===== src/rtl/dram_port_arbiter.sv =====
// dram_port_arbiter: shares one DRAM controller user port among NREQ
// requesters with req/ack handshakes. Requester 0 always has priority. The
// others are served lowest-index first, or round-robin when
// RR_EN_DEFAULT=1. Only one controller transaction is in flight at a time.
//
// Ports:
//   clk, rst            clock, asynchronous active-high reset
//   i_init_done         controller calibrated; no new grants while low
//   i_req/i_we          per-requester request and write-enable
//   i_addr/i_wdata      per-requester 32-bit address / write data (packed)
//   i_ctrl              per-requester 3-bit size/sign control (packed)
//   o_ack/o_rdata       one-cycle completion pulse and read data
//   o_gnt               one-hot current owner
//   o_err               sticky watchdog error
//   o_dram_*            controller command, address, data and ctrl
//   i_dram_rdata/busy   controller read data and busy
//
// Optional: define DRAM_ARB_WATCHDOG_EN to bound the wait on the controller
// to WD_CYCLES cycles. On expiry the transaction acks with 32'hDEAD_BEEF.
module dram_port_arbiter #(
  parameter int unsigned NREQ          = 3,
  parameter int unsigned RR_EN_DEFAULT = 0,
  parameter int unsigned WD_CYCLES     = 4096
) (
  input  logic                 clk,
  input  logic                 rst,
  input  logic                 i_init_done,
  input  logic [NREQ-1:0]      i_req,
  input  logic [NREQ-1:0]      i_we,
  input  logic [32*NREQ-1:0]   i_addr,
  input  logic [32*NREQ-1:0]   i_wdata,
  input  logic [3*NREQ-1:0]    i_ctrl,
  output logic [NREQ-1:0]      o_ack,
  output logic [31:0]          o_rdata,
  output logic [NREQ-1:0]      o_gnt,
  output logic                 o_err,
  output logic                 o_dram_rd,
  output logic                 o_dram_wr,
  output logic [31:0]          o_dram_addr,
  output logic [31:0]          o_dram_wdata,
  output logic [2:0]           o_dram_ctrl,
  input  logic [31:0]          i_dram_rdata,
  input  logic                 i_dram_busy
);

  localparam int unsigned AW = 32;
  localparam int unsigned DW = 32;
  localparam int unsigned CW = 3;
  localparam int unsigned IW = 2;

  typedef enum logic [2:0] {
    S_IDLE, S_ISSUE, S_WAIT_BUSY, S_WAIT_DONE, S_ACK
  } state_e;

  state_e            state_q, state_d;
  logic [IW-1:0]     ptr_q, ptr_d;
  logic [IW-1:0]     win_q, win_d;
  logic [NREQ-1:0]   gnt_q, gnt_d;
  logic [NREQ-1:0]   ack_q, ack_d;
  logic              rd_q, rd_d;
  logic              wr_q, wr_d;
  logic [AW-1:0]     addr_q, addr_d;
  logic [DW-1:0]     wdata_q, wdata_d;
  logic [CW-1:0]     ctrl_q, ctrl_d;
  logic [DW-1:0]     rdata_q, rdata_d;
  logic              err_q, err_d;

  logic              win_vld_c;
  logic [IW-1:0]     win_idx_c;
  logic              sel_we_c;
  logic [AW-1:0]     sel_addr_c;
  logic [DW-1:0]     sel_wdata_c;
  logic [CW-1:0]     sel_ctrl_c;
  logic              start_c;
  logic              done_c;
  logic              waiting_c;
  logic              wd_to_c;

  // Winner selection; descending loops leave the lowest qualifying index.
  always_comb begin : arb_pick
    win_vld_c = 1'b0;
    win_idx_c = '0;
    if (i_req[0]) begin
      win_vld_c = 1'b1;
    end else if (RR_EN_DEFAULT != 0) begin
      // First pass: indices at or after the pointer; second pass wraps to 1.
      for (int k = NREQ - 1; k >= 1; k--) begin
        if (i_req[k] && (k >= int'(ptr_q))) begin
          win_vld_c = 1'b1;
          win_idx_c = IW'(k);
        end
      end
      if (!win_vld_c) begin
        for (int k = NREQ - 1; k >= 1; k--) begin
          if (i_req[k]) begin
            win_vld_c = 1'b1;
            win_idx_c = IW'(k);
          end
        end
      end
    end else begin
      for (int k = NREQ - 1; k >= 1; k--) begin
        if (i_req[k]) begin
          win_vld_c = 1'b1;
          win_idx_c = IW'(k);
        end
      end
    end
  end

  // Winner's transaction fields.
  always_comb begin : sel_fields
    sel_we_c    = 1'b0;
    sel_addr_c  = '0;
    sel_wdata_c = '0;
    sel_ctrl_c  = '0;
    for (int k = 0; k < NREQ; k++) begin
      if (win_idx_c == IW'(k)) begin
        sel_we_c    = i_we[k];
        sel_addr_c  = i_addr[k*AW +: AW];
        sel_wdata_c = i_wdata[k*DW +: DW];
        sel_ctrl_c  = i_ctrl[k*CW +: CW];
      end
    end
  end

  assign start_c   = (state_q == S_IDLE) && i_init_done && win_vld_c && !i_dram_busy;
  assign done_c    = (state_q == S_WAIT_DONE) && !i_dram_busy;
  assign waiting_c = (state_q == S_WAIT_BUSY) || (state_q == S_WAIT_DONE);

`ifdef DRAM_ARB_WATCHDOG_EN
  localparam int unsigned WCW = $clog2(WD_CYCLES) + 1;

  logic [WCW-1:0] wd_cnt_q, wd_cnt_d;

  // Counts cycles spent waiting on the controller; fires on the last one.
  assign wd_to_c  = waiting_c && (wd_cnt_q == WCW'(WD_CYCLES - 1));
  assign wd_cnt_d = waiting_c ? (wd_cnt_q + 1'b1) : '0;

  always_ff @(posedge clk or posedge rst) begin : wd_reg
    if (rst) wd_cnt_q <= '0;
    else     wd_cnt_q <= wd_cnt_d;
  end
`else
  assign wd_to_c = 1'b0;
`endif

  // State register.
  always_ff @(posedge clk or posedge rst) begin : fsm_reg
    if (rst) state_q <= S_IDLE;
    else     state_q <= state_d;
  end

  // Next-state logic; a watchdog expiry overrides a late busy assertion.
  always_comb begin : fsm_next
    state_d = state_q;
    unique case (state_q)
      S_IDLE:      if (start_c) state_d = S_ISSUE;
      S_ISSUE:     state_d = S_WAIT_BUSY;
      S_WAIT_BUSY: begin
        if (wd_to_c)          state_d = S_ACK;
        else if (i_dram_busy) state_d = S_WAIT_DONE;
      end
      S_WAIT_DONE: if (done_c || wd_to_c) state_d = S_ACK;
      S_ACK:       state_d = S_IDLE;
      default:     state_d = S_IDLE;
    endcase
  end

  // Next values of the registered outputs and pointer.
  always_comb begin : out_next
    gnt_d   = gnt_q;
    ack_d   = '0;
    rd_d    = 1'b0;
    wr_d    = 1'b0;
    addr_d  = addr_q;
    wdata_d = wdata_q;
    ctrl_d  = ctrl_q;
    rdata_d = rdata_q;
    win_d   = win_q;
    ptr_d   = ptr_q;
    err_d   = err_q;
    // Command strobe is set on grant so it is high exactly in ISSUE.
    if (start_c) begin
      win_d   = win_idx_c;
      gnt_d   = NREQ'(1) << win_idx_c;
      rd_d    = !sel_we_c;
      wr_d    = sel_we_c;
      addr_d  = sel_addr_c;
      wdata_d = sel_wdata_c;
      ctrl_d  = sel_ctrl_c;
    end
    if (done_c) begin
      rdata_d = i_dram_rdata;
      ack_d   = NREQ'(1) << win_q;
      gnt_d   = '0;
    end else if (wd_to_c) begin
      rdata_d = 32'hDEAD_BEEF;
      ack_d   = NREQ'(1) << win_q;
      gnt_d   = '0;
      err_d   = 1'b1;
    end
    if ((state_q == S_ACK) && (RR_EN_DEFAULT != 0)) begin
      ptr_d = (win_q == IW'(NREQ - 1)) ? IW'(1) : (win_q + 1'b1);
    end
  end

  // Output and datapath registers.
  always_ff @(posedge clk or posedge rst) begin : data_reg
    if (rst) begin
      ptr_q   <= IW'(1);
      win_q   <= '0;
      gnt_q   <= '0;
      ack_q   <= '0;
      rd_q    <= 1'b0;
      wr_q    <= 1'b0;
      addr_q  <= '0;
      wdata_q <= '0;
      ctrl_q  <= '0;
      rdata_q <= '0;
      err_q   <= 1'b0;
    end else begin
      ptr_q   <= ptr_d;
      win_q   <= win_d;
      gnt_q   <= gnt_d;
      ack_q   <= ack_d;
      rd_q    <= rd_d;
      wr_q    <= wr_d;
      addr_q  <= addr_d;
      wdata_q <= wdata_d;
      ctrl_q  <= ctrl_d;
      rdata_q <= rdata_d;
      err_q   <= err_d;
    end
  end

  assign o_ack        = ack_q;
  assign o_rdata      = rdata_q;
  assign o_gnt        = gnt_q;
  assign o_err        = err_q;
  assign o_dram_rd    = rd_q;
  assign o_dram_wr    = wr_q;
  assign o_dram_addr  = addr_q;
  assign o_dram_wdata = wdata_q;
  assign o_dram_ctrl  = ctrl_q;

endmodule


===== config.mk =====
export PLATFORM = sky130hd
export DESIGN_NAME = dram_port_arbiter
export DESIGN_NICKNAME = d
export VERILOG_FILES = /design/src/rtl/dram_port_arbiter.sv
export SDC_FILE = /design/constraint.sdc
export NUM_CORES = 1
export LEC_CHECK = 0
export CAP_MARGIN = 20
export CELL_PAD_IN_SITES_DETAIL_PLACEMENT = 0
export CELL_PAD_IN_SITES_GLOBAL_PLACEMENT = 2
export CORE_MARGIN = 2
export CORE_UTILIZATION = 19
export DETAILED_ROUTE_END_ITERATION = 12
export GPL_TIMING_DRIVEN = 1
export PLACE_DENSITY = 0.73
export SYNTH_ARGS = -nofsm -noshare
export SYNTH_HDL_FRONTEND = slang
export SYNTH_SLANG_ARGS = --single-unit

===== constraint.sdc =====
create_clock -name clk -period 3.5 [get_ports clk]
set_input_delay 0.35 -clock clk [delete_from_list [all_inputs] [get_ports clk]]
set_output_delay 0.35 -clock clk [all_outputs]
set_load 0.01 [all_outputs]

==> summary.txt, run 1 <==
drt total wl: 21500 µm
IO buf count: 349
ANT cells: 0
Die Area: 31500 µm²
cts hold-fix bufs: 0
# fillers: 3034
root buffer cell: clkbuf_16
max-cap violations: 0
Via Count: 5198
outcome: complete, no violations
vias per cell: 4.26
gpl congestion: 0.718
sequential element share of the synthesized area: 49.0%
CP startpoint kind: input port
GRT Total Usage: 12.8%
setup tns final: 0 ns
Post-synth ARST share: 100%
Max transition margin: 48.3%
share of layout cells above drive strength 1: 8.44%
vias in the first global route: 5326
clock transition at the registers of the reported paths: 0.09 ns
P per Cell Area: 634 nW/µm²
Setup Crit Path Kind: in -> reg
Primary FF master, synth: dfrtp_1
chip height: 177 µm
placed cell count: 1203
Worst-Margin Slew: 0.774 ns
placement row count: 63
first-pass GRT wire length: 30900 µm
worst reg2reg setup slack: 1.49 ns
RSZ-0062 raised after global routing: false
Final Slew Violations: 0
CTS buffer count: 9
Overflow after GRT: 0
syn_nets: 739
post-CTS sizing: 0
TritonCTS clock tree: done
Register Area: 2800 µm²
Unique masters post-synth: 38
PnR Total Power: 6.24 mW
Syn Area/Cell: 11.5 µm²
clk buf depth: 2
Final Cell Area: 9840 µm²
Starting DRT DRC Count: 370
Worst setup EP type: flip-flop
R2R depth: 3
nets: 1067
WP data arrival: 2.38 ns
Worst VDD drop: 0.000231 V
min Tclk post-route: 2.13 ns
worst hold-check path type: in -> async
reg-to-reg startpoint: state_q[2]
Non-Filler Instances: 1219
postcts setup bufs: 0
Leak: 3.95 nW
Layout area overhead: 72.2%
Clock Skew: 0.0141 ns
Placed Area: 9550 µm²
ANT nets after route: 0
Post-Syn Area: 5720 µm²
final period utilization: 60.8%
initial antenna violation count: 1
pin count of the biggest net entering global routing: 58
Wirelength per Cell: 17.7 µm
Ys Warns: 0
r2r endpoint: o_rdata[6]
starting density of the core: 19.3%
drt pass-1 iters: 8
highest clock rate: 470 MHz
Ports: 351
EDFF count, synth: 0
most frequent cells in the layout: clkdlybuf4s50_1 (348), dfrtp_1 (112), inv_1 (68)
drt drc: 0
Crit Path Max Fanout: 36
Req. time, crit path: 3.76 ns
Final setup viols: 0
Yosys reg bits: 112
hpwl dp: 15800 µm
CTS sink cnt: 112
commonest non-fill, non-tap cell in the layout: clkdlybuf4s50_1
clk_lat worst skew: 0.36 ns
die width: 177 µm
cells after synthesis: 496
Hold Fails Final Rpt: 0
footprint of the multi-input gates: 2390 µm²
core area: 29600 µm²
H-tree depth: 3
[per-layer routing]
layer / vias to the layer above / track usage (%) / part of all wire (%)
li1: 2452 / - / -
met1: 2515 / 15.2 / 41
met2: 209 / 22.6 / 50
met3: 20 / 2.85 / 7.2
met4: 2 / 4.20 / 1.8
met5: - / 0 / 0.074
[where the power goes]
| group | total, mW | internal [mW] | switching (mW) |
|---|---|---|---|
| Sequential | 2.26 | 1.92 | 0.338 |
| Clock | 1.08 | 0.509 | 0.576 |
| Combinational | 2.90 | 1.74 | 1.16 |
| Total | 6.24 | 4.16 | 2.08 |
[worst max-delay path, stage by stage]
cell             delay [ns]
clkdlybuf4s50_1        0.56
or3_4                  0.47
inv_2                  0.58
mux2_2                 0.41
[worst max path at each step]
stage | cells past startpoint | from | endpoint
global route | 4 | i_dram_busy | o_rdata[30]
finish | 4 | i_dram_busy | o_rdata[6]
floorplan | 1 | rst | o_ack[0]
global placement | 4 | i_dram_busy | o_rdata[25]
CTS | 4 | i_dram_busy | o_rdata[26]
detailed placement | 4 | i_dram_busy | o_rdata[26]
[metrics by stage]
step	setup slack (ns)	hold WS [ns]	util, %
after floorplan	0.191	0.406	-
after global placement	0.959	0.436	32.2
after detailed placement	0.972	0.422	32.2
after CTS	1.38	0.406	33.2
after global routing	1.26	0.435	33.2
final	1.37	0.390	33.2
[sequential cells by signal (all words and copies together) (netlist names)]
name and cells:
o_dram_addr 32, o_dram_wdata 32, o_rdata 32, o_ack 3, o_dram_ctrl 3, o_gnt 3
state_q 3, win_q 2, o_dram_rd 1, o_dram_wr 1
[layout make-up]
type | count | share of cell area, %
repair buffers | 360 | 36.5
flip-flops and latches | 112 | 28.5
clock buffers | 9 | 2.29
well taps | 390 | 4.96
multi-input cells | 271 | 24.3
inverters | 70 | 2.69
clock inverters | 7 | 0.737
[kinds of logic after synthesis]
family / count (synthesis) / share of synthesized area, %
buf+inv: 113 / 9.72
flops: 112 / 49.0
mux: 99 / 18.0
simple gates: 91 / 9.81
compound gates: 80 / 13.4
other cells: 1 / 0.0656
[synthesized netlist by cell type, types with 2 or more instances]
| library cell | instances | share of area (%) |
|---|---|---|
| a21oi_1 | 3 | 0.26 |
| a222oi_1 | 67 | 12 |
| a31oi_1 | 2 | 0.22 |
| and2_1 | 67 | 7.3 |
| and3_1 | 2 | 0.22 |
| buf_2 | 10 | 0.88 |
| buf_6 | 4 | 0.79 |
| buf_8 | 6 | 1.6 |
| clkbuf_1 | 20 | 1.3 |
| dfrtp_1 | 112 | 49 |
| inv_1 | 69 | 4.5 |
| mux2_2 | 32 | 6.3 |
| mux2i_1 | 67 | 12 |
| nand2_1 | 4 | 0.26 |
| nor2_1 | 4 | 0.26 |
| nor3_1 | 5 | 0.44 |
Note: power is estimated with default switching activity, not from simulation.
==> run 2: changes to the inputs <==
==> constraint.sdc (replaced) <==
create_clock -name clk -period 1.9 [get_ports clk]
set_input_delay 0.19 -clock clk [delete_from_list [all_inputs] [get_ports clk]]
set_output_delay 0.19 -clock clk [all_outputs]
set_load 0.01 [all_outputs]
==> run 2 against run 1 <==
  * Wire length decreased by 1.1%
  * Via count increased by 1.2%
  * Clock power increased by 85%
  * Sequential share of layout area decreased by 0.90 points
  * Core utilization increased by 1.1 points
  * Non-clock buffer count increased by 24
  * Final area increased by 3.3%
  * Sequential power increased by 85%
  * Global-route usage increased by 0.14 points
  * Largest power group unchanged
  * Power increased by 87%
==> summary.txt, run 2 (synthesis gave the netlist of run 1 again) <==
drt drc: 0 (unchanged)
die width: 177 µm (unchanged)
Final setup viols: 0 (unchanged)
pin count of the biggest net entering global routing: 56 (-3.4%)
Via Count: 5258 (+1.2%)
Hold Fails Final Rpt: 0 (unchanged)
hpwl dp: 16300 µm (+3.4%)
H-tree depth: 3 (unchanged)
final period utilization: 91.0%
initial antenna violation count: 0 (-1)
P per Cell Area: 1150 nW/µm² (+81%)
most frequent cells in the layout: clkdlybuf4s50_1 (348), dfrtp_1 (112), inv_1 (68)
Die Area: 31500 µm² (unchanged)
highest clock rate: 579 MHz
max-cap violations: 0 (unchanged)
first-pass GRT wire length: 31400 µm (+1.3%)
Starting DRT DRC Count: 413 (+12%)
commonest non-fill, non-tap cell in the layout: clkdlybuf4s50_1
TritonCTS clock tree: done
starting density of the core: 19.3% (unchanged)
clock transition at the registers of the reported paths: 0.09 ns (about the same)
PnR Total Power: 11.7 mW (+87%)
drt total wl: 21300 µm (-1.1%)
ANT cells: 0 (unchanged)
CTS buffer count: 9 (unchanged)
pre-CTS WS: -0.0900 ns (-1.06 ns)
core area: 29600 µm² (unchanged)
min Tclk post-route: 1.73 ns
drt pass-1 iters: 7 (-1)
post-CTS sizing: 0 (unchanged)
Setup Crit Path Kind: reg -> reg
WP data arrival: 2.00 ns (-0.38 ns)
root buffer cell: clkbuf_16
Req. time, crit path: 2.17 ns (-1.59 ns)
Wirelength per Cell: 17.1 µm (-3.0%)
nets: 1091 (+2.2%)
worst hold-check path type: in -> async
Final Slew Violations: 0 (unchanged)
gpl congestion: 0.699 (-2.6%)
Overflow after GRT: 0 (unchanged)
placement row count: 63 (unchanged)
CTS sink cnt: 112 (unchanged)
ANT nets after route: 0 (unchanged)
# fillers: 3037 (+0.099%)
chip height: 177 µm (unchanged)
CP startpoint kind: flip-flop
clk buf depth: 2 (unchanged)
vias in the first global route: 5365 (+0.73%)
GRT Total Usage: 12.9% (+0.14 points)
outcome: complete, no violations
Leak: 4.11 nW (+4.1%)
IO buf count: 349 (unchanged)
RSZ-0062 raised after global routing: false
Setup WS post-layout: 0.172 ns (-1.20 ns)
cts hold-fix bufs: 0 (unchanged)
Worst setup EP type: flip-flop
clk_lat worst skew: 0.36 ns (about the same)
postcts setup bufs: 0 (unchanged)
Worst VDD drop: 0.000476 V (+110%)
Crit Path Max Fanout: 14 (-61%)
share of layout cells above drive strength 1: 11.0% (+2.6 points)
Ports: 351 (unchanged)
Clock Skew: 0.0144 ns (+0.000325 ns)
vias per cell: 4.23 (-0.80%)
Layout area overhead: 77.8%
## run 2: worst max-delay path: stages (launching register included)
cell,delay [ns]
dfrtp_1,0.42
or3b_4,0.43
nor4_4,0.18
buf_4,0.23
buf_12,0.17
mux2i_1,0.20
## run 2: worst paths after layout
check	start	end	slack, ns	cells after the start
max in group asynchronous	rst	o_dram_addr[14]	1.12	3
min in group clk	i_req[2]	o_gnt[2]	0.36	4
min reg2reg	win_q[0]	o_ack[0]	0.43	1
min	rst	o_rdata[2]	0.16	2
max reg2reg	state_q[1]	o_dram_wdata[27]	0.17	5
max	state_q[1]	o_dram_wdata[27]	0.17	5
## run 2: metrics by stage
step,hold slack [ns],util [%],cell area (µm²),TNS [ns],instances
after floorplan,0.321,-,5720,0,496
after global placement,0.416,33.2,9850,-0.910,1227
after detailed placement,0.422,33.2,9850,-2.64,1227
after CTS,0.149,34.3,10200,0,1243
after global routing,0.173,34.3,10200,0,1243
final,0.156,34.3,10200,0,1243
## run 2: layout make-up
type                    instances  area [µm²]  area share (%)
clock buffers                   9         225            2.22
inverters                      70         267            2.62
repair buffers                384        3900            38.4
well taps                     390         488            4.80
multi-input cells             271        2390            23.6
flip-flops and latches        112        2800            27.6
clock inverters                 7        86.3           0.849
## run 2: metal layers
layer	wire length, µm	vias up	part of all wire [%]	global-route usage (%)
li1	-	2505	-	-
met1	9010	2521	42	16.3
met2	10200	213	48	21.4
met3	1740	19	8.1	3.77
met4	380	0	1.8	3.72
met5	0	-	0	0
## run 2: power breakdown
group	internal [mW]	switching, mW
sequential	3.54	0.633
combinational	3.32	2.18
clock	0.949	1.05
==> run 3: changes to the inputs <==
--- a/config.mk
+++ b/config.mk
@@ -13,6 +13,7 @@
 export DETAILED_ROUTE_END_ITERATION = 12
 export GPL_TIMING_DRIVEN = 1
 export PLACE_DENSITY = 0.73
+export SLEW_MARGIN = 10
 export SYNTH_ARGS = -nofsm -noshare
 export SYNTH_HDL_FRONTEND = slang
 export SYNTH_SLANG_ARGS = --single-unit
==> results of run 3 <==
No change in the layout: final DEF, timing and power equal those of run 2.
